File: config.mk
export PLATFORM = sky130hd
export DESIGN_NAME = edge_event_arbiter
export DESIGN_NICKNAME = d
export VERILOG_FILES = /design/src/rtl/edge_event_arbiter.sv
export SDC_FILE = /design/constraint.sdc
export NUM_CORES = 1
export LEC_CHECK = 0
export ABC_AREA = 1
export CORE_ASPECT_RATIO = 0.7
export CORE_UTILIZATION = 47
export CTS_CLUSTER_DIAMETER = 120
export CTS_CLUSTER_SIZE = 8
export DETAILED_ROUTE_END_ITERATION = 16
export PLACE_DENSITY = 0.76
export SKIP_LAST_GASP = 1
export SLEW_MARGIN = 20
export SYNTH_ARGS = -nofsm -noshare
export SYNTH_HDL_FRONTEND = slang
export SYNTH_SLANG_ARGS = --single-unit
export TNS_END_PERCENT = 10
File: constraint.sdc
create_clock -name clk -period 1.8 [get_ports clk]
set_input_delay 0.18 -clock clk [delete_from_list [all_inputs] [get_ports clk]]
set_output_delay 0.18 -clock clk [all_outputs]
set_load 0.005 [all_outputs]
File: src/rtl/edge_event_arbiter.sv
// Edge detector feeding a round-robin event queue: edge -> ev_valid in 2 clk edges, one event/cycle with valid/ready hold.
// Define EDGE_OVF_CNT_EN to add an 8-bit saturating ovf_cnt output.
module edge_event_arbiter #(
    parameter int N_CH = 4,
    parameter int CW   = 2
) (
    input  logic            clk,
    input  logic            reset,
    input  logic [N_CH-1:0] in,
    output logic            ev_valid,
    input  logic            ev_ready,
    output logic [CW-1:0]   ev_ch,
    output logic            ev_rise,
    output logic [N_CH-1:0] pending,
    output logic            overflow,
    input  logic            ovf_clr
`ifdef EDGE_OVF_CNT_EN
    ,
    output logic [7:0]      ovf_cnt
`endif
);

    localparam logic [0:0] ST_IDLE    = 1'b0;
    localparam logic [0:0] ST_PRESENT = 1'b1;

    logic [0:0]      state_q, state_d;
    logic [N_CH-1:0] last_in_q;
    logic            primed_q;
    logic [N_CH-1:0] pend_q, pend_d;
    logic [N_CH-1:0] pol_q, pol_d;
    logic [CW-1:0]   ch_q, ch_d;
    logic            rise_q, rise_d;
    logic [CW-1:0]   last_grant_q, last_grant_d;
    logic            ovf_q, ovf_d;

    logic [N_CH-1:0] edge_det;
    logic [N_CH-1:0] pend_clr;
    logic            gnt_found;
    logic [CW-1:0]   gnt_ch;
    logic [CW-1:0]   idx_v;
    logic            take;
    logic            ovf_hit;

    // The priming cycle after reset suppresses edges against the cleared last_in.
    assign edge_det = primed_q ? (in ^ last_in_q) : '0;

    always_comb begin
        gnt_found = 1'b0;
        gnt_ch    = '0;
        idx_v     = '0;
        for (int k = 1; k <= N_CH; k++) begin
            idx_v = CW'((int'(last_grant_q) + k) % N_CH);
            if (!gnt_found && pend_q[idx_v]) begin
                gnt_found = 1'b1;
                gnt_ch    = idx_v;
            end
        end
    end

    assign take     = gnt_found && ((state_q == ST_IDLE) || ev_ready);
    assign pend_clr = take ? (N_CH'(1) << gnt_ch) : '0;
    // An edge on the channel granted this cycle re-queues it cleanly; anything else queued is lost.
    assign ovf_hit  = |(edge_det & pend_q & ~pend_clr);
    assign pend_d   = (pend_q & ~pend_clr) | edge_det;
    assign pol_d    = (pol_q & ~edge_det) | (in & edge_det);
    assign ovf_d    = ovf_hit | (ovf_q & ~ovf_clr);

    always_comb begin
        state_d      = state_q;
        ch_d         = ch_q;
        rise_d       = rise_q;
        last_grant_d = last_grant_q;
        if (take) begin
            state_d      = ST_PRESENT;
            ch_d         = gnt_ch;
            rise_d       = pol_q[gnt_ch];
            last_grant_d = gnt_ch;
        end else if ((state_q == ST_PRESENT) && ev_ready) begin
            state_d = ST_IDLE;
        end
    end

    always_ff @(posedge clk or negedge reset) begin
        if (!reset) begin
            state_q      <= ST_IDLE;
            last_in_q    <= '0;
            primed_q     <= 1'b0;
            pend_q       <= '0;
            pol_q        <= '0;
            ch_q         <= '0;
            rise_q       <= 1'b0;
            last_grant_q <= CW'(N_CH - 1);
            ovf_q        <= 1'b0;
        end else begin
            state_q      <= state_d;
            last_in_q    <= in;
            primed_q     <= 1'b1;
            pend_q       <= pend_d;
            pol_q        <= pol_d;
            ch_q         <= ch_d;
            rise_q       <= rise_d;
            last_grant_q <= last_grant_d;
            ovf_q        <= ovf_d;
        end
    end

`ifdef EDGE_OVF_CNT_EN
    logic [7:0] cnt_q, cnt_d;

    always_comb begin
        cnt_d = cnt_q;
        if (ovf_hit) begin
            if (ovf_clr) begin
                cnt_d = 8'd1;
            end else if (cnt_q != 8'hFF) begin
                cnt_d = cnt_q + 8'd1;
            end
        end else if (ovf_clr) begin
            cnt_d = 8'd0;
        end
    end

    always_ff @(posedge clk or negedge reset) begin
        if (!reset) begin
            cnt_q <= 8'd0;
        end else begin
            cnt_q <= cnt_d;
        end
    end

    assign ovf_cnt = cnt_q;
`endif

    assign ev_valid = (state_q == ST_PRESENT);
    assign ev_ch    = ch_q;
    assign ev_rise  = rise_q;
    assign pending  = pend_q;
    assign overflow = ovf_q;

endmodule

==> out/qor.yml, run 1 <==
sta:
  hold_viol: 0
  finalCritPeriodShare_pct: 107
  rsz0062_at_grt: "true"
  setup_viol: 7
  holdWs_ps: 205
  final.setup.tns_ps: -516
  finalClockSkew_ps: 0.837
  period_minus_slack_ps: 1930
  fmax_ghz: 0.517
  final.setup.worst_slack_ps: -134
  drv_slew: 0
logic_synthesis:
  netlist_top_cells_count: "55 x nand2_1, 18 x dfrtp_1, 16 x nand2_2"
  ys_warn_count: 0
  synth_compound_area_share_pct: 7.04
  synth_nets: 165
  synth_top_family_by_area: "simple AND/OR/NAND/NOR gates"
  synth_mux_area_share_pct: 0
  synth_area_sq_um: 1150
  yosys.area_share.xor_xnor_pct: 0.758
  syn_area_per_cell_sq_um: 7.36
  synth_most_common_cell: "nand2_1"
  async_flop_share_pct: 100
  yosysSeqAreaShare_pct: 43.6
  ys_types: 24
  ys_seq_elements: 20
  synth_top_cell_by_area: "dfrtp_1"
  ys.flop_type: "dfrtp_1"
  synth-edff-count: 0
  postSynthCellCount: 157
  synthSimpleGateAreaFrac_pct: 40.8
  synth_fa_ha_area_share_pct: 0
  synth_top_area_share_pct: 39.0
  synthTopCellsByArea: "dfrtp_1 39%, nand2_1 18%, nand2_2 8.7%"
critical_path:
  critPathKind: "reg2reg"
  arrival_ps: 2130
  worstSetupStartpointType: "flip-flop"
  cp.required_ps: 1990
  crit_fanout: 9
  critical_path.endpoint_type: "flip-flop"
  r2r_cells: 13
floorplan:
  io_pins: 17
  dieWidth_um: 61.2
  row_count: 14
  core_sq_um: 2220
  die_y_um: 43.5
  die_area_sq_um: 2660
  start_util_pct: 51.9
placement:
  post-dp-hpwl_mm: 2.00
  dp.cells: 215
  dp_worst_setup_slack_ps: -96.4
  gp_congestion: 0.962
  numPortBuffers: 16
routing:
  drt_iter0_markers: 93
  drc: 0
  wl_per_cell_um: 12.4
  via_per_inst: 5.08
  totalWireLength_mm: 2.75
  drtAntennaViolNets: 0
  dr.pass1.iters: 5
  vias: 1123
global_routing:
  grt_pass1_wl_mm: 4.60
  track_usage_pct: 23.5
  gr-usage-met2_pct: 36.3
  grt_pass1_vias: 1056
  antenna_found_initial: 0
  overflow: 0
  grt_max_degree: 21
  grt.busiest_layer: "met2"
  met1_usage_pct: 32.8
  grt_util_met3_pct: 7.46
clocking:
  clk_pin_slew_ps: 110
  clock_sinks: 20
  cts.path.max_buffers: 2
  cts_made_buffers: 3
  cts-root-buf: "clkbuf_4"
  cts_tree: "built"
  clock_latency_ps: 300
  h-tree-depth: 1
cells_and_area:
  fillers: 186
  synthToLayoutAreaGrowth_pct: 34.7
  regArea_sq_um: 503
  antenna_cells: 0
  layout.nets: 198
  instances_no_fill: 221
  multiInputGateArea_sq_um: 627
  drive_gt1_share_pct: 28.6
power_and_ir_drop:
  leakagePower_nw: 0.783
  p_per_area_nw_per_um2: 2200
  p_total_mw: 3.42
  irDropWorstVdd_mv: 1.16
job:
  cap_violations: 0
status:
  outcome: "complete, but fails checks"
  violations: "setup timing"
worst_hold_path:
  hp-class: "in2async"
-- placed cells by master, fill, tap and decap left out, types with 2 or more instances in the layout --
cell	Yosys	routed
nand2_1	55	52
nor2_1	15	11
dfstp_2	2	2
inv_1	15	15
dfrtp_1	18	18
nor2_4	0	2
clkdlybuf4s50_1	0	16
o21ai_0	5	5
nand2_2	16	18
nand2_4	1	2
inv_2	2	2
buf_4	0	11
nor2_2	2	4
nand3_4	1	2
o22ai_1	2	2
nand3_1	9	7
nand3_2	1	2
clkbuf_4	0	3
a21oi_1	4	3
-- cell families after synthesis --
kind of cell              Yosys count
AOI/OAI and AO/OA                  14
and+or+nand+nor                   102
buffers and inverters              19
other                               1
DFF                                20
xor gates and xnor gates            1
-- critical path, cell delays in order, from the launching register on --
cell	delay [ps]
dfstp_2	580
buf_12	120
inv_8	50
nand2_2	60
nand2_2	70
nand2_2	80
nand2_2	70
inv_2	80
nand2_1	70
nor2_2	150
nand2_1	90
nand2_2	120
a21oi_1	80
or2_1	210
-- path summary, 6_finish.rpt --
kind	slack, ps	endpoint	start
setup reg to reg	-130	pending[2]	last_grant_q[0]
max in group asynchronous	1330	last_grant_q[1]	reset
min in group clk	400	last_in_q[0]	in[0]
setup / recovery	-130	pending[2]	last_grant_q[0]
hold / removal	200	asynchronous set/reset pin	reset
hold reg to reg	510	ev_ch[1]	ev_ch[1]
-- what timing repair did --
action | in CTS | in global routing
hold buffers | 0 | 0
gates resized for setup | 8 | 10
pin swaps | 2 | 3
setup buffers | 2 | 0
endpoints found under the setup margin | 7 | 10
-- metrics by stage --
| stage | utilization [%] | instance area, sq um |
|---|---|---|
| after detailed placement | 64.1 | 1430 |
| after global placement | 64.1 | 1430 |
| after CTS | 67.8 | 1510 |
| after global routing | 69.9 | 1560 |
| after floorplan | - | 1150 |
| final | 69.9 | 1560 |
-- where the power goes --
| part | internal (mW) | switching (mW) | total, mW |
|---|---|---|---|
| clock network | 0.123 | 0.132 | 0.255 |
| registers | 0.614 | 0.146 | 0.760 |
| logic | 1.02 | 1.39 | 2.41 |
| total | 1.76 | 1.67 | 3.42 |
-- layer usage --
layer | vias to the layer above | share of wire [%]
met5 | - | 0
met4 | 0 | 0.33
met3 | 2 | 9.8
met2 | 62 | 44
met1 | 513 | 46
li1 | 546 | -
-- cell type report --
cell class,count,area share [%]
inverters,18,4.83
well taps,32,2.57
clock buffers,4,2.33
flip-flops and latches,20,32.3
multi-input cells,118,40.3
repair buffers,29,17.6
Power figures use the tool's default switching activity.
==> run 2, diff against run 1 <==
SLEW_MARGIN = 15   (was 20)
==> results of run 2 <==
Final layout, timing and power as in run 1 (identical DEF).
==> run 3, diff against run 2 <==
SLEW_MARGIN = 20   (was 15)
==> results of run 3 <==
Final layout, timing and power as in run 1 (identical DEF).
